**config.mk**
```make
export PLATFORM = sky130hd
export DESIGN_NAME = spi_subunit_sync
export DESIGN_NICKNAME = d
export VERILOG_FILES = /design/src/rtl/spi_subunit_sync.sv
export SDC_FILE = /design/constraint.sdc
export NUM_CORES = 1
export LEC_CHECK = 0
export ABC_CLOCK_PERIOD_IN_PS = 2200
export CORE_MARGIN = 2
export CORE_UTILIZATION = 56
export CTS_BUF_LIST = sky130_fd_sc_hd__clkbuf_8
export CTS_CLUSTER_SIZE = 14
export DETAILED_ROUTE_END_ITERATION = 8
export PLACE_DENSITY_LB_ADDON = 0.1
export SKIP_CTS_REPAIR_TIMING = 1
export SYNTH_ARGS = -nofsm -noshare
export SYNTH_HDL_FRONTEND = slang
export SYNTH_SLANG_ARGS = --single-unit
```
**constraint.sdc**
```tcl
create_clock -name clk -period 2.2 [get_ports clk]
set_clock_uncertainty 0.1 [all_clocks]
set_input_delay 0.44 -clock clk [delete_from_list [all_inputs] [get_ports clk]]
set_output_delay 0.44 -clock clk [all_outputs]
set_load 0.01 [all_outputs]
```
**src/rtl/spi_subunit_sync.sv**
```systemverilog
// SPI peripheral that oversamples SCLK/CS/MOSI in the system clock domain.
// Supports all four SPI modes, any word width, and back-to-back words per CS frame.
module spi_subunit_sync #(
  parameter int DATA_WIDTH  = 8,
  parameter int CPOL        = 0,
  parameter int CPHA        = 0,
  parameter int SYNC_STAGES = 2
) (
  input  logic                  clk,
  input  logic                  rst_n,
  input  logic                  sclk,
  input  logic                  cs,
  input  logic                  mosi,
  output logic                  miso,
  output logic                  miso_oe,
  input  logic [DATA_WIDTH-1:0] tx_data,
  input  logic                  tx_valid,
  output logic                  tx_ready,
  output logic [DATA_WIDTH-1:0] rx_data,
  output logic                  rx_valid,
  output logic                  tx_underrun,
  output logic                  busy
);

  localparam int CW = (DATA_WIDTH > 2) ? $clog2(DATA_WIDTH) : 1;
  localparam logic SclkIdle = (CPOL != 0);
  localparam logic [CW-1:0] LastBit = CW'(DATA_WIDTH - 1);

  typedef enum logic {IDLE, ACTIVE} state_t;

  state_t                  state_q;
  logic [SYNC_STAGES-1:0]  sclkSync_q, csSync_q, mosiSync_q;
  logic                    sclkPrev_q, csPrev_q;
  logic [CW-1:0]           bitCnt_q;
  logic [DATA_WIDTH-1:0]   txBuf_q, txShift_q, rxShift_q, rxData_q;
  logic                    txFull_q, txReady_q, miso_q, busy_q, rxValid_q, txUnderrun_q;

  logic                    sclkNow, csNow, mosiNow;
  logic                    sclkRise, sclkFall, leadEdge, trailEdge, sampleEdge, shiftEdge;
  logic                    csFall, csRise, frameStart, inFrame, sampleEv, shiftEv;
  logic                    wordLoad, bufLoad, consume, txFull_d;
  logic [DATA_WIDTH-1:0]   txShift_d, rxShift_d;

  // Synchronizers idle at the bus-idle levels so reset never fakes an edge.
  always_ff @(posedge clk) begin
    if (!rst_n) begin
      sclkSync_q <= {SYNC_STAGES{SclkIdle}};
      csSync_q   <= '1;
      mosiSync_q <= '0;
      sclkPrev_q <= SclkIdle;
      csPrev_q   <= 1'b1;
    end else begin
      sclkSync_q <= {sclkSync_q[SYNC_STAGES-2:0], sclk};
      csSync_q   <= {csSync_q[SYNC_STAGES-2:0], cs};
      mosiSync_q <= {mosiSync_q[SYNC_STAGES-2:0], mosi};
      sclkPrev_q <= sclkSync_q[SYNC_STAGES-1];
      csPrev_q   <= csSync_q[SYNC_STAGES-1];
    end
  end

  always_comb begin
    sclkNow    = sclkSync_q[SYNC_STAGES-1];
    csNow      = csSync_q[SYNC_STAGES-1];
    mosiNow    = mosiSync_q[SYNC_STAGES-1];
    sclkRise   = sclkNow & ~sclkPrev_q;
    sclkFall   = ~sclkNow & sclkPrev_q;
    leadEdge   = SclkIdle ? sclkFall : sclkRise;
    trailEdge  = SclkIdle ? sclkRise : sclkFall;
    sampleEdge = (CPHA == 0) ? leadEdge : trailEdge;
    shiftEdge  = (CPHA == 0) ? trailEdge : leadEdge;
    csFall     = csPrev_q & ~csNow;
    csRise     = ~csPrev_q & csNow;
    // A cs fall is handled first, so an sclk edge in the same cycle already counts as in-frame.
    frameStart = (state_q == IDLE) && csFall;
    inFrame    = frameStart || ((state_q == ACTIVE) && !csRise);
    sampleEv   = inFrame && sampleEdge;
    shiftEv    = inFrame && shiftEdge;
    wordLoad   = (shiftEv && (bitCnt_q == '0)) || ((CPHA == 0) && frameStart);
    bufLoad    = tx_valid && txReady_q;
    consume    = wordLoad && txFull_q;
    txFull_d   = bufLoad || (txFull_q && !consume);
    txShift_d  = txShift_q;
    if (wordLoad)
      txShift_d = txFull_q ? txBuf_q : '0;
    else if (shiftEv)
      txShift_d = {txShift_q[DATA_WIDTH-2:0], 1'b0};
    rxShift_d  = {rxShift_q[DATA_WIDTH-2:0], mosiNow};
  end

  always_ff @(posedge clk) begin
    if (!rst_n) begin
      state_q      <= IDLE;
      bitCnt_q     <= '0;
      txBuf_q      <= '0;
      txShift_q    <= '0;
      rxShift_q    <= '0;
      rxData_q     <= '0;
      txFull_q     <= 1'b0;
      txReady_q    <= 1'b0;
      miso_q       <= 1'b0;
      busy_q       <= 1'b0;
      rxValid_q    <= 1'b0;
      txUnderrun_q <= 1'b0;
    end else begin
      rxValid_q    <= 1'b0;
      txUnderrun_q <= wordLoad && !txFull_q;
      txFull_q     <= txFull_d;
      txReady_q    <= !txFull_d;
      if (bufLoad)
        txBuf_q <= tx_data;
      txShift_q <= txShift_d;
      miso_q    <= inFrame && txShift_d[DATA_WIDTH-1];
      if (sampleEv) begin
        rxShift_q <= rxShift_d;
        if (bitCnt_q == LastBit) begin
          rxData_q  <= rxShift_d;
          rxValid_q <= 1'b1;
          bitCnt_q  <= '0;
        end else begin
          bitCnt_q <= bitCnt_q + 1'b1;
        end
      end
      case (state_q)
        IDLE: begin
          if (csFall) begin
            state_q <= ACTIVE;
            busy_q  <= 1'b1;
          end
        end
        ACTIVE: begin
          // Partial words are dropped by rewinding the bit counter.
          if (csRise) begin
            state_q  <= IDLE;
            busy_q   <= 1'b0;
            bitCnt_q <= '0;
          end
        end
        default: state_q <= IDLE;
      endcase
    end
  end

  assign miso        = miso_q;
  assign miso_oe     = busy_q;
  assign busy        = busy_q;
  assign tx_ready    = txReady_q;
  assign rx_data     = rxData_q;
  assign rx_valid    = rxValid_q;
  assign tx_underrun = txUnderrun_q;

endmodule
```
==> results of run 1 <==
[worst register-to-register path, delay by kind of cell (launching register included)]
family / cells / cell delay [ns]
and+or+nand+nor: 1 / 0.15
AOI/OAI and AO/OA: 3 / 0.97
DFF: 1 / 0.50
[state kept, by name, indices dropped and copies added, names as in the netlist, 2 cells and up]
register,flops
bitCnt_q,3
csSync_q,2
rx_data,8
rxShift_q,7
txShift_q,8
sclkSync_q,2
txBuf_q,8
mosiSync_q,2
[report_power, final]
group | internal, mW | switching, mW
Sequential | 0.914 | 0.0204
Combinational | 0.0725 | 0.0709
Clock | 0.245 | 0.270
[routing by layer]
metal	track usage	vias to the layer above
li1	-	797
met1	0.2627	702
met2	0.2974	36
met3	0.05357	2
met4	0.08152	0
met5	0	-
[final cells by class]
cell class / count / area, um^2
sequential: 49 / 980.9
fill: 257 / 1015
timing repair buffer: 31 / 312.8
inverter: 4 / 15.01
multi-input combinational: 151 / 922.1
tap: 46 / 57.56
clock buffer: 6 / 82.58
clock inverter: 1 / 3.754
[through the flow]
stage	hold WS [ns]	instance area, um^2	cells
after global routing	0.3619	2375	288
after detailed placement	0.3160	2288	281
after floorplan	0.2863	1993	220
after CTS	0.3398	2375	288
after global placement	0.3077	2288	281
final	0.3335	2375	288
[worst paths after layout]
| kind | from | end | depth (start not counted) |
|---|---|---|---|
| max reg2reg | csSync_q[1] | rxShift_q[0] | 4 |
| max | csSync_q[1] | rxShift_q[0] | 4 |
| min reg2reg | csSync_q[0] | csSync_q[1] | 1 |
| min | csSync_q[0] | csSync_q[1] | 1 |
[placed cells by master (no fill, tap or decap), drive strengths merged, types with 2 or more instances in the layout]
cell and count:
nor2b 4, dfxtp 49, o21ai 21, nand3 10, a21oi 4, and2 9
clkdlybuf4s50 27, inv 5, nand2 38, a221oi 7, a311oi 2, nand2b 6
mux2i 8, clkbuf 6, and3 2, a21boi 18, buf 4, nor2 10
ha 3
[cells by family (layout without fill, tap and decap cells)]
logic type / Yosys count / count (layout) / synth area share
and+or+nand+nor: 83 / 83 / 0.2084
AOI/OAI and AO/OA: 57 / 57 / 0.1952
muxes: 8 / 8 / 0.04018
adders and majority gates: 3 / 3 / 0.01883
DFF: 49 / 49 / 0.4922
buffers and inverters: 20 / 42 / 0.04519
==> results.yml, run 1 <==
synthesis:
  synthesis.nets: 237
  syn-mean-instance-area_um2: 9.060
  yosysMostFrequentCell: "dfxtp_1"
  synthCells: 220
  synth_area_um2: 1993
  synth_edf_count: 0
  ys_ff_latch: 49
  async_reset_ff_frac: 0
  ys.flop_type: "dfxtp_1"
  synth_common_cells: "dfxtp_1, nand2_1, o21ai_0"
  ys_seq_area_frac: 0.4922
  synth_largest_area_cell: "dfxtp_1"
  synth_top_area_frac: 0.4922
  yosysWarnings: 0
  synth_area_leaders: "dfxtp_1, nand2_1, o21ai_0, a21boi_0, mux2i_1"
  synth_cell_types: 31
timing:
  final_max_slew_viol_count: 0
  period_needed_ns: 1.791
  setup_viol: 0
  finalCritPeriodShare: 0.8142
  tns_ns: 0
  hold_violations: 0
  setup_ws_ns: 0.4088
  max_freq_mhz: 558.3
  rsz0062_at_grt: "false"
  max-slew-margin-rel: 0.5613
  tightest_slew_ns: 0.6580
cts:
  clk_latency_ns: 0.29
  clock-sinks: 49
  cts_tree: "built"
  clockBufferDepth: 2
  cts_root_buf: "clkbuf_8"
  htree_levels: 2
  cts_buffers: 5
  cts.reportedPaths.clkPinSlew_ns: 0.08
power_and_ir_drop:
  powerDensity_nw_per_um2: 670.7
  ir_drop_mv: 0.4698
  total_power_mw: 1.593
  leakagePower_nw: 0.8588
route:
  routedWlPerCell_um: 12.54
  detail_route.first_pass.iterations: 4
  top_layer_used: "met4"
  route.met3.wl_um: 144
  via_per_inst: 5.337
  drtIter0Drc: 115
  wl_met2_um: 1625
  drc: 0
  detail-route-antenna-nets: 0
  vias: 1537
  totalWireLength_um: 3612
  met1Wirelength_um: 1807
status:
  status: "complete, no violations"
floorplanning:
  io_pins: 28
  chipHeight_um: 63.66
  initial_core_util: 0.5880
  row_count: 21
  die_x_um: 63.66
  core_area_um2: 3390
  dieArea_um2: 4053
placement:
  gp_congestion: 0.8173
  port_buffers: 27
  dp_slack_ns: 0.4637
  dpl.hpwl_um: 2477
critical_path:
  cp_cell_sequence: "nand2b_1 > a21oi_1 > o21ai_0 > a21boi_1"
  cp_slowest_cell: "a21oi_1"
  cp_top_family: "compound AO/OA/AOI/OAI gates"
  worstPathRequired_ns: 2.33
  cp_slowest_stage_delay_ns: 0.57
  r2r_setup_slack_ns: 0.41
  critPathMaxFanout: 11
  start_kind: "register"
  cp.arrival_ns: 1.92
  end_kind: "register"
  critPathBufInv: 0
  critical_path_class: "register to register"
global_routing:
  grt_pass1_vias: 1410
  antenna_found_initial: 0
  grt_pass1_wl_um: 6216
  grt-ovfl-total: 0
  grt_max_degree: 56
  grt_usage: 0.1960
worst_hold_path:
  min_path_type: "register to register"
run:
  maxCapViolations: 0
layout:
  drive_gt1_frac: 0.05372
  layout.nets: 259
  syn_to_final_growth_pct: 19.15
  diodes: 0
  final_util: 0.7006
(Power assumes the default switching activity.)
==> inputs of run 2 (changes only) <==
ABC_CLOCK_PERIOD_IN_PS = 1600   (was 2200)
CORE_UTILIZATION = 50   (was 56)
clock period = 1.6 ns   (was 2.2 ns; I/O delays follow)
==> run 2 against run 1 <==
The run now ends with setup timing left. Critical path depth increased by 2. Sequential power is 38% higher. Non-clock buffer count rose by 21. Sequential share of layout area is 4.8 points lower. Critical endpoint is now miso.
==> results.yml, run 2 (synthesis results as in run 1) <==
critical_path:
  start_kind: "register"
  critPathMaxFanout: 12
  critical_path_class: "register to register"
  cp.arrival_ns: 1.71
  cp_cell_sequence: "buf_6 > nand2b_4 > a21o_1 > buf_4 > a221oi_2 > nor2_1"
  cp_slowest_cell: "dfxtp_4"
  cp_slowest_stage_delay_ns: 0.38
  worstPathRequired_ns: 1.69
  end_kind: "register"
layout:
  syn_to_final_growth_pct: 36.79
  final.fill_count: 286
  stdcell_count: 312
  final_common_cell: "dfxtp_1"
  layout.nets: 280
  diodes: 0
  drive_gt1_frac: 0.2348
  final_cell_mix: "dfxtp_1, nand2_1, buf_4, o21ai_0, dlymetal6s2s_1"
route:
  detail_route.first_pass.iterations: 4
  routedWlPerCell_um: 14.19
  drtIter0Drc: 58
  totalWireLength_um: 4426
  detail-route-antenna-nets: 0
  via_per_inst: 5.439
  drc: 0
  vias: 1697
timing:
  tightest_slew_ns: 0.4872
  max-slew-margin-rel: 0.6718
  final_max_slew_viol_count: 0
  hold_violations: 0
  rsz0062_at_grt: "true"
  period_needed_ns: 1.625
  finalCritPeriodShare: 1.015
  max_freq_mhz: 615.5
  setup_ws_ns: -0.02476
  tns_ns: -0.03843
  setup_viol: 2
cts:
  clock-sinks: 49
  clockBufferDepth: 2
  htree_levels: 2
  cts_root_buf: "clkbuf_8"
  cts.reportedPaths.clkPinSlew_ns: 0.09
  cts_tree: "built"
  cts_buffers: 5
  clk_latency_ns: 0.30
status:
  status: "finished with violations"
  violations: "setup timing"
floorplanning:
  chipHeight_um: 67.14
  die_x_um: 67.14
  row_count: 22
  initial_core_util: 0.5324
  io_pins: 28
  core_area_um2: 3744
  dieArea_um2: 4507
global_routing:
  grt_pass1_wl_um: 6989
  grt-ovfl-total: 0
  top_usage_layer: "met2"
  antenna_found_initial: 0
  met2_usage: 0.3540
  grt_usage: 0.2058
  grt_pass1_vias: 1706
  grt_max_degree: 52
  grt_use_met1: 0.2384
  met3_usage: 0.05167
power_and_ir_drop:
  internal_power_mw: 1.696
  powerDensity_nw_per_um2: 826.1
  clock_power_share: 0.312
  ir_drop_mv: 0.7558
  switchingPower_mw: 0.5560
  power_frac_seq: 0.573
  pwr-share-comb: 0.116
  switching_share: 0.2469
  leakagePower_nw: 1.251
placement:
  dp.cells: 298
  port_buffers: 27
  dp_slack_ns: -0.5778
  dpl.hpwl_um: 2933
  gp_congestion: 0.7948
worst_hold_path:
  min_path_type: "register to register"
run:
  maxCapViolations: 0
==> run 2: cell type report <==
| class | count | area [um^2] | area share |
|---|---|---|---|
| tap | 48 | 60.06 | 0.02203 |
| timing repair buffer | 52 | 529.3 | 0.1941 |
| sequential | 49 | 994.7 | 0.3648 |
| clock buffer | 5 | 68.82 | 0.02524 |
| clock inverter | 3 | 17.52 | 0.006425 |
| multi-input combinational | 151 | 1041 | 0.3818 |
| inverter | 4 | 15.01 | 0.005507 |
==> run 2: path summary, 6_finish.rpt <==
path / cells after the start / startpoint / end / slack, ns
hold / removal: 1 / sclkSync_q[0] / sclkSync_q[1] / 0.34
setup / recovery: 6 / state_q / miso / -0.02
hold reg to reg: 1 / sclkSync_q[0] / sclkSync_q[1] / 0.34
setup reg to reg: 6 / state_q / miso / -0.02
==> run 2: metal layers <==
metal  vias to the layer above  share of wire
li1                        842              -
met1                       810           0.43
met2                        33           0.51
met3                        12          0.033
met4                         0          0.029
met5                         -              0
==> run 2: metrics by stage <==
step / util / hold WS [ns] / instance area, um^2 / total power, mW
floorplan: - / 0.2863 / 1993 / 1.431
global placement: 0.6454 / 0.3211 / 2416 / 1.524
detailed placement: 0.6454 / 0.3176 / 2416 / 1.535
CTS: 0.6684 / 0.3427 / 2502 / 2.225
global route: 0.7283 / 0.3660 / 2726 / 2.348
finish: 0.7283 / 0.3433 / 2726 / 2.252
==> run 2: worst max-delay path: cells and delay by family, from the launching register on <==
| family | cells | cell delay (ns) |
|---|---|---|
| DFF | 1 | 0.38 |
| AOI/OAI and AO/OA | 2 | 0.48 |
| and+or+nand+nor | 2 | 0.24 |
| buffers and inverters | 2 | 0.31 |
==> run 2: power groups by stage <==
stage	sequential, mW	combinational (mW)	clock, mW
finish	1.29	0.261	0.702
global placement	1.31	0.215	0
detailed placement	1.31	0.224	0
floorplan	1.31	0.125	0
global route	1.29	0.285	0.769
CTS	1.28	0.225	0.717
